==> src/rtl/serial_cmp_ctrl.sv <==
// rtl/serial_cmp_ctrl.sv - bit-serial MSB-first magnitude comparator controller
//
// Purpose:
//    Captures two WIDTH-bit unsigned operands on start and walks them one bit
//    per clock from the MSB down. A single shared xorgate cell computes the
//    per-bit difference. The first differing bit decides gt/lt. If no bit
//    differs, eq is set. Uses a start/busy/done handshake.
//
// Configuration macro:
//    SERCMP_EARLY_EXIT_EN - when defined, SCAN ends on the first differing bit.
//                           When undefined, all WIDTH bits are always scanned.
//
// Ports:
//    clk    in   1      rising-edge clock
//    rst_n  in   1      asynchronous active-low reset
//    start  in   1      comparison request, sampled only in IDLE
//    a      in   WIDTH  operand A, captured when start is accepted
//    b      in   WIDTH  operand B, captured when start is accepted
//    busy   out  1      high in SCAN and DONE
//    done   out  1      one-cycle pulse, results valid
//    eq     out  1      A == B
//    gt     out  1      A > B
//    lt     out  1      A < B

module xorgate (
   input  logic a,
   input  logic b,
   output logic y
);
   assign y = a ^ b;
endmodule

module serial_cmp_ctrl #(
   parameter int WIDTH = 8
) (
   input  logic             clk,
   input  logic             rst_n,
   input  logic             start,
   input  logic [WIDTH-1:0] a,
   input  logic [WIDTH-1:0] b,
   output logic             busy,
   output logic             done,
   output logic             eq,
   output logic             gt,
   output logic             lt
);

   localparam int IW = (WIDTH > 1) ? $clog2(WIDTH) : 1;

   typedef enum logic [1:0] {
      S_IDLE = 2'd0,
      S_SCAN = 2'd1,
      S_DONE = 2'd2
   } state_t;

   state_t           state_q, state_d;
   logic [IW-1:0]    idx_q, idx_d;
   logic [WIDTH-1:0] reg_a_q, reg_a_d;
   logic [WIDTH-1:0] reg_b_q, reg_b_d;
   logic             busy_q, busy_d;
   logic             done_q, done_d;
   logic             eq_q, eq_d;
   logic             gt_q, gt_d;
   logic             lt_q, lt_d;

   logic ba, bb, diff;
   logic decided;
   logic early_exit;

   assign ba = reg_a_q[idx_q];
   assign bb = reg_b_q[idx_q];

   xorgate u_xorgate (
      .a (ba),
      .b (bb),
      .y (diff)
   );

   // gt/lt are cleared on acceptance, so either being set means an earlier
   // bit already decided the result and later bits must not overwrite it.
   assign decided = gt_q | lt_q;

`ifdef SERCMP_EARLY_EXIT_EN
   assign early_exit = diff | decided;
`else
   assign early_exit = 1'b0;
`endif

   always_comb begin
      state_d = state_q;
      idx_d   = idx_q;
      reg_a_d = reg_a_q;
      reg_b_d = reg_b_q;
      busy_d  = busy_q;
      done_d  = 1'b0;
      eq_d    = eq_q;
      gt_d    = gt_q;
      lt_d    = lt_q;

      case (state_q)
         S_IDLE: begin
            busy_d = 1'b0;
            if (start) begin
               reg_a_d = a;
               reg_b_d = b;
               idx_d   = IW'(WIDTH - 1);
               eq_d    = 1'b0;
               gt_d    = 1'b0;
               lt_d    = 1'b0;
               busy_d  = 1'b1;
               state_d = S_SCAN;
            end
         end

         S_SCAN: begin
            if (diff && !decided) begin
               gt_d = ba;
               lt_d = bb;
               eq_d = 1'b0;
            end
            if ((idx_q == '0) || early_exit) begin
               // done/busy are registered, so raise them on the way into
               // DONE so they are visible for exactly that one cycle.
               if (!decided && !diff) begin
                  eq_d = 1'b1;
               end
               done_d  = 1'b1;
               busy_d  = 1'b1;
               state_d = S_DONE;
            end else begin
               idx_d = idx_q - IW'(1);
            end
         end

         S_DONE: begin
            busy_d  = 1'b0;
            state_d = S_IDLE;
         end

         default: begin
            busy_d  = 1'b0;
            state_d = S_IDLE;
         end
      endcase
   end

   always_ff @(posedge clk or negedge rst_n) begin
      if (!rst_n) begin
         state_q <= S_IDLE;
         idx_q   <= '0;
         reg_a_q <= '0;
         reg_b_q <= '0;
         busy_q  <= 1'b0;
         done_q  <= 1'b0;
         eq_q    <= 1'b0;
         gt_q    <= 1'b0;
         lt_q    <= 1'b0;
      end else begin
         state_q <= state_d;
         idx_q   <= idx_d;
         reg_a_q <= reg_a_d;
         reg_b_q <= reg_b_d;
         busy_q  <= busy_d;
         done_q  <= done_d;
         eq_q    <= eq_d;
         gt_q    <= gt_d;
         lt_q    <= lt_d;
      end
   end

   assign busy = busy_q;
   assign done = done_q;
   assign eq   = eq_q;
   assign gt   = gt_q;
   assign lt   = lt_q;

endmodule

==> config.mk <==
export PLATFORM = sky130hd
export DESIGN_NAME = serial_cmp_ctrl
export DESIGN_NICKNAME = d
export VERILOG_FILES = /design/src/rtl/serial_cmp_ctrl.sv
export SDC_FILE = /design/constraint.sdc
export NUM_CORES = 1
export LEC_CHECK = 0
export ABC_AREA = 0
export BUFFER_PORTS_ARGS = -buffer_cell sky130_fd_sc_hd__buf_2
export CAP_MARGIN = 20
export CORE_AREA = 2 2 54 56
export DETAILED_ROUTE_END_ITERATION = 6
export DIE_AREA = 0 0 56 58
export HOLD_SLACK_MARGIN = 0.03
export PLACE_DENSITY = 0.78
export SKIP_CTS_REPAIR_TIMING = 1
export SLEW_MARGIN = 10
export SYNTH_ARGS = -nofsm -noshare
export SYNTH_HDL_FRONTEND = slang
export SYNTH_SLANG_ARGS = --single-unit
==> constraint.sdc <==
create_clock -name clk -period 1.58 [get_ports clk]
set_input_delay 0.474 -clock clk [delete_from_list [all_inputs] [get_ports clk]]
set_output_delay 0.474 -clock clk [all_outputs]
set_load 0.05 [all_outputs]
After elaboration in Yosys (flattened, before gate mapping)
Cells that the tools add are included.
{"block": "op_classes", "addsub": 1, "n_mul": 0, "div_mod_pow": 0, "magnitude_cmp": 1, "eq_ne": 5, "shifts": 0, "mux": 24, "n_bitwise": 2, "n_reduce_logical": 12}
{"op": "$mux W1", "count": 12}
{"op": "$ne A2 B2 Y1 const B", "count": 4}
{"op": "$pmux W1 S2", "count": 4}
{"op": "$bmux W1 S3", "count": 2}
{"op": "$mux W3", "count": 2}
{"op": "$pmux W3 S2", "count": 1}
{"op": "$reduce_and A2 Y1", "count": 3}
{"op": "$reduce_and A3 Y1", "count": 2}
{"op": "$lt A3 B4 Y1 const B", "count": 1}
{"op": "$mux W2", "count": 2}
{"op": "$pmux W2 S2", "count": 1}
{"op": "$logic_not A3 Y1", "count": 1}
{"op": "$sub A3 B1 Y3 const B", "count": 1}
{"op": "$eq A2 B1 Y1 const B", "count": 1}
{"op": "$logic_and A1 B1 Y1", "count": 2}
{"op": "$logic_not A1 Y1", "count": 2}
{"op": "$logic_not A2 Y1", "count": 1}
{"op": "$reduce_bool A2 Y1", "count": 1}
{"op": "$or A1 B1 Y1", "count": 1}
{"op": "$xor A1 B1 Y1", "count": 1}
{"block": "totals", "ff_bits": 26, "latch_bits": 0, "mem_bits_rw": 0, "mem_bits_ro": 0, "inputBits": 19, "output_inout_bits": 5, "elab_cells": 54, "memories": 0}

Depth between registers and ports, before layout
{"block": "logic_depth", "word_depth": 8, "ltp_mapped": 6, "depth_no_buf": 5}

Modules after synthesis
From an unflattened synthesis, not the netlist that was laid out.
{"block": "hier_totals", "hier_cells": 93, "hier_area_um2": 1194.9}
{"mod": "serial_cmp_ctrl", "n_inst": 1, "cells_each": 92, "area_each_um2": 1186.1, "seq_area_each_um2": 650.6}
{"mod": "xorgate", "n_inst": 1, "cells_each": 1, "area_each_um2": 8.8, "seq_area_each_um2": 0.0}

Least setup slack after synthesis
OpenSTA, ideal clock, no wires.
{"block": "synth_path", "kind": "reg2reg", "startpoint": "register idx_q[0]", "endpoint": "register gt_q (netlist: gt)", "setup_ps": 122, "arrival_ps": 1490, "t_required_ps": 1458, "setup_slack_ps": -31, "path_stages_with_launch": 5, "path_buffers": 1, "synth_period_minus_slack_ps": 1611, "cell_sequence": "dfrtp_1 buf_6 mux4_1 mux2_2 a32o_1"}
{"block": "synth_between", "elab_chain_cells": 6, "elab_cells_between_ends": 10, "classes_between": "1 x eq/ne; 6 x mux; 1 x bitwise; 2 x reduce/logical"}
{"element": "start: declaration", "line": "57", "rtl": "logic [IW-1:0] idx_q, idx_d;"}
{"element": "start signal: assignment", "line": "160", "rtl": "idx_q <= idx_d;"}
{"element": "$bmux W1 S3 (on tied branches)", "line": "70, 71"}
{"element": "$mux W1 (on tied branches)", "line": "70, 71"}
{"element": "$xor A1 B1 Y1", "line": "30", "rtl": "assign y = a ^ b;"}
{"element": "$logic_and A1 B1 Y1", "line": "116", "rtl": "if (diff && !decided) begin"}
{"element": "$ne A2 B2 Y1 (no line)"}
{"element": "$reduce_and A3 Y1 (no line)"}
{"element": "end signal: assignment", "line": "166", "rtl": "gt_q <= gt_d;"}
{"element": "end: declaration", "line": "63", "rtl": "logic gt_q, gt_d;"}
Several ways; a longest one is shown, not always the timed one. The select of a mux whose other input is x is not followed.
A chain may end at the register's enable or synchronous reset.

Worst setup path after layout
{"block": "layout_path", "startpoint": "register idx_q[0]", "endpoint": "register lt_q (netlist: lt)"}
{"block": "layout_between", "elab_chain_cells": 6, "elab_cells_between_ends": 10, "classes_between": "1 x eq/ne; 6 x mux; 1 x bitwise; 2 x reduce/logical"}
{"element": "$bmux W1 S3 (on tied branches)", "line": "70, 71"}
{"element": "$mux W1 (on tied branches)", "line": "70, 71"}
{"element": "$xor A1 B1 Y1", "line": "30"}
{"element": "$logic_and A1 B1 Y1", "line": "116"}
{"element": "$ne A2 B2 Y1 (no line)"}
{"element": "$reduce_and A3 Y1 (no line)"}
{"element": "end signal: assignment", "line": "167", "rtl": "lt_q <= lt_d;"}
{"element": "end: declaration", "line": "64", "rtl": "logic lt_q, lt_d;"}
Several ways; a longest one is shown, not always the timed one. The select of a mux whose other input is x is not followed.

==> results.yml <==
place:
  hpwl_um: 1596
  postPlaceCellArea_um2: 1353
  gp_congestion: 0.7333
  portBuffers: 23
flow_run:
  drv_cap: 0
sta:
  period_share_pct: 103.4
  post-route-min-period_ns: 1.633
  timing.final.ws_setup_ns: -0.05304
  slew-limit-headroom_pct: 55.53
  report.final.slew_viol_count: 0
  finalSetupViolations: 3
  fin_worst_skew_ns: 0.005120
  fmax_mhz: 612.4
  tightest_slew_ns: 0.6671
  hold_violations: 0
  rsz0062_at_grt: "true"
route:
  drt-initial-drc-count: 12
  num_vias: 864
  antenna_left: 0
  wirelength_um: 2137
  drc: 0
  routedWlPerCell_um: 12.21
  vias_per_cell: 4.937
  detailedRoute.firstPassIterationCount: 4
cells_and_area:
  post-route-util_pct: 52.54
  fin_area_um2: 1399
  areaGrowthSynthToFinish_pct: 18.56
  final_layout_size_suffix_gt1_share_pct: 27.78
  antennaDiodeCount: 0
  fin_nets: 166
synthesis:
  synth_edf_count: 0
  synthesis.area_um2: 1180
  async_flop_share_pct: 100.0
  yosysWarnings: 0
  synth_cell_type_count: 25
  synth_nets: 135
  yosys.area.top_type: "dfrtp_1"
  synth.top_cells.by_area: "dfrtp_1 55%, nand2_1 17%, mux4_1 8.9%, ha_1 2.1%, mux2i_4 1.9%"
  ys.flop_type: "dfrtp_1"
  synth_seq_area_share_pct: 55.14
  syn_area_per_cell_um2: 10.35
  syn_inst: 114
  synth_seq_cells: 26
  synth_top_area_share_pct: 55.14
cts:
  cts_tree: "built"
  numCtsBuffers: 3
  clock_latency_ns: 0.32
  clockBufferDepth: 2
  path_clk_slew_ns: 0.13
  cts.sinks: 26
  htreeDepth: 1
  clock-root-buffer: "clkbuf_4"
floorplan:
  rows: 19
  die_y_um: 58
  initial_utilization_pct: 44.31
  die_area_um2: 3248
  top_level_ports: 24
  core_area_um2: 2663
  die_w_um: 56
min_path:
  min_path_type: "in -> async"
run_status:
  status: "finished, violations left"
  violations: "setup timing"
setup_path:
  arrival_ns: 1.85
  critPathKind: "reg -> reg"
  start_kind: "flop"
  reg2reg_slack_ns: -0.05
  cp_max_fo: 6
  required_ns: 1.80
  endpoint_kind: "flop"
  r2r_cells: 3
power_and_ir_drop:
  p_per_area_nw_per_um2: 2077
  p_leak_nw: 0.7586
  ir_drop_mv: 1.545
global_route:
  track_usage_pct: 14.51
  grt_pass1_wl_um: 3732
  grt_max_degree: 27
  antenna_found_initial: 0
  grt_pass1_vias: 895
  gr-total-overflow: 0
cells in the mapped netlist, types with 2 or more instances:
master,count
ha_1,2
nor2_1,4
clkbuf_1,2
inv_1,3
a211o_1,2
nor3_1,2
dfrtp_1,26
nand2_1,52
mux4_1,4
and3_1,2
per-stage QoR:
| step | instances | total power [W] | TNS, ns | setup slack (ns) | hold slack (ns) |
|---|---|---|---|---|---|
| after floorplan | 114 | 0.002211 | 0 | 0.01698 | 0.1784 |
| after global placement | 170 | 0.002506 | -0.1706 | -0.06929 | 0.4592 |
| after detailed placement | 170 | 0.002583 | -0.4419 | -0.1486 | 0.4542 |
| after CTS | 174 | 0.002914 | -0.5447 | -0.1761 | 0.1448 |
| after global routing | 175 | 0.003121 | -0.3260 | -0.1120 | 0.1520 |
| final | 175 | 0.002906 | -0.1533 | -0.05304 | 0.1226 |
critical path, stage by stage (launching register included):
cell	delay, ns
dfrtp_2	0.47
mux4_2	0.52
mux2_4	0.30
o41ai_1	0.25
cells by family after synthesis:
kind of cell,count (synthesis),share of synthesized area (%)
AOI/OAI and AO/OA,9,6.046
xor gates and xnor gates,1,0.7424
adders and majority gates,2,2.121
buffers and inverters,7,2.863
DFF,26,55.14
muxes,6,11.77
and+or+nand+nor,63,21.32
cell type report:
type	count	area, um^2
fill	248	1264
tap	31	38.79
inverter	3	11.26
multi-input combinational	81	491.7
timing repair buffer	30	167.7
clock buffer	4	36.28
sequential	26	653.1
sequential cells by signal, indices dropped and copies added, names as in the netlist:
name / flops
eq: 1
busy: 1
done: 1
gt: 1
lt: 1
reg_b_q: 8
reg_a_q: 8
idx_q: 3
state_q: 2
layer usage:
layer / GRT usage [%] / vias up / part of all wire (%)
met5: 0 / - / 0
met4: 5.102 / 0 / 1.2
li1: - / 437 / -
met3: 2.009 / 2 / 3.6
met2: 26.89 / 19 / 50
met1: 17.30 / 406 / 45
power by group:
group / internal (W) / switching, W
sequential: 0.000968 / 0.000210
combinational: 0.000670 / 0.000728
clock: 0.000141 / 0.000188
worst paths after layout:
| path | startpoint | end |
|---|---|---|
| hold reg to reg | reg_b_q[1] | reg_b_q[1] |
| setup / recovery | idx_q[0] | lt |
| setup reg to reg | idx_q[0] | lt |
| hold / removal | rst_n | gt |
| max in group asynchronous | rst_n | idx_q[1] |
| min in group clk | b[4] | reg_b_q[4] |
cells in the final DEF, fill, tap and decap left out, types with 3 or more instances in the layout:
master	Yosys	layout
buf_2	0	23
buf_4	0	7
clkbuf_4	0	3
dfrtp_1	26	24
inv_1	3	3
nand2_1	52	52
nor2_1	4	4
No activity file was read; power rests on OpenSTA's default activity.
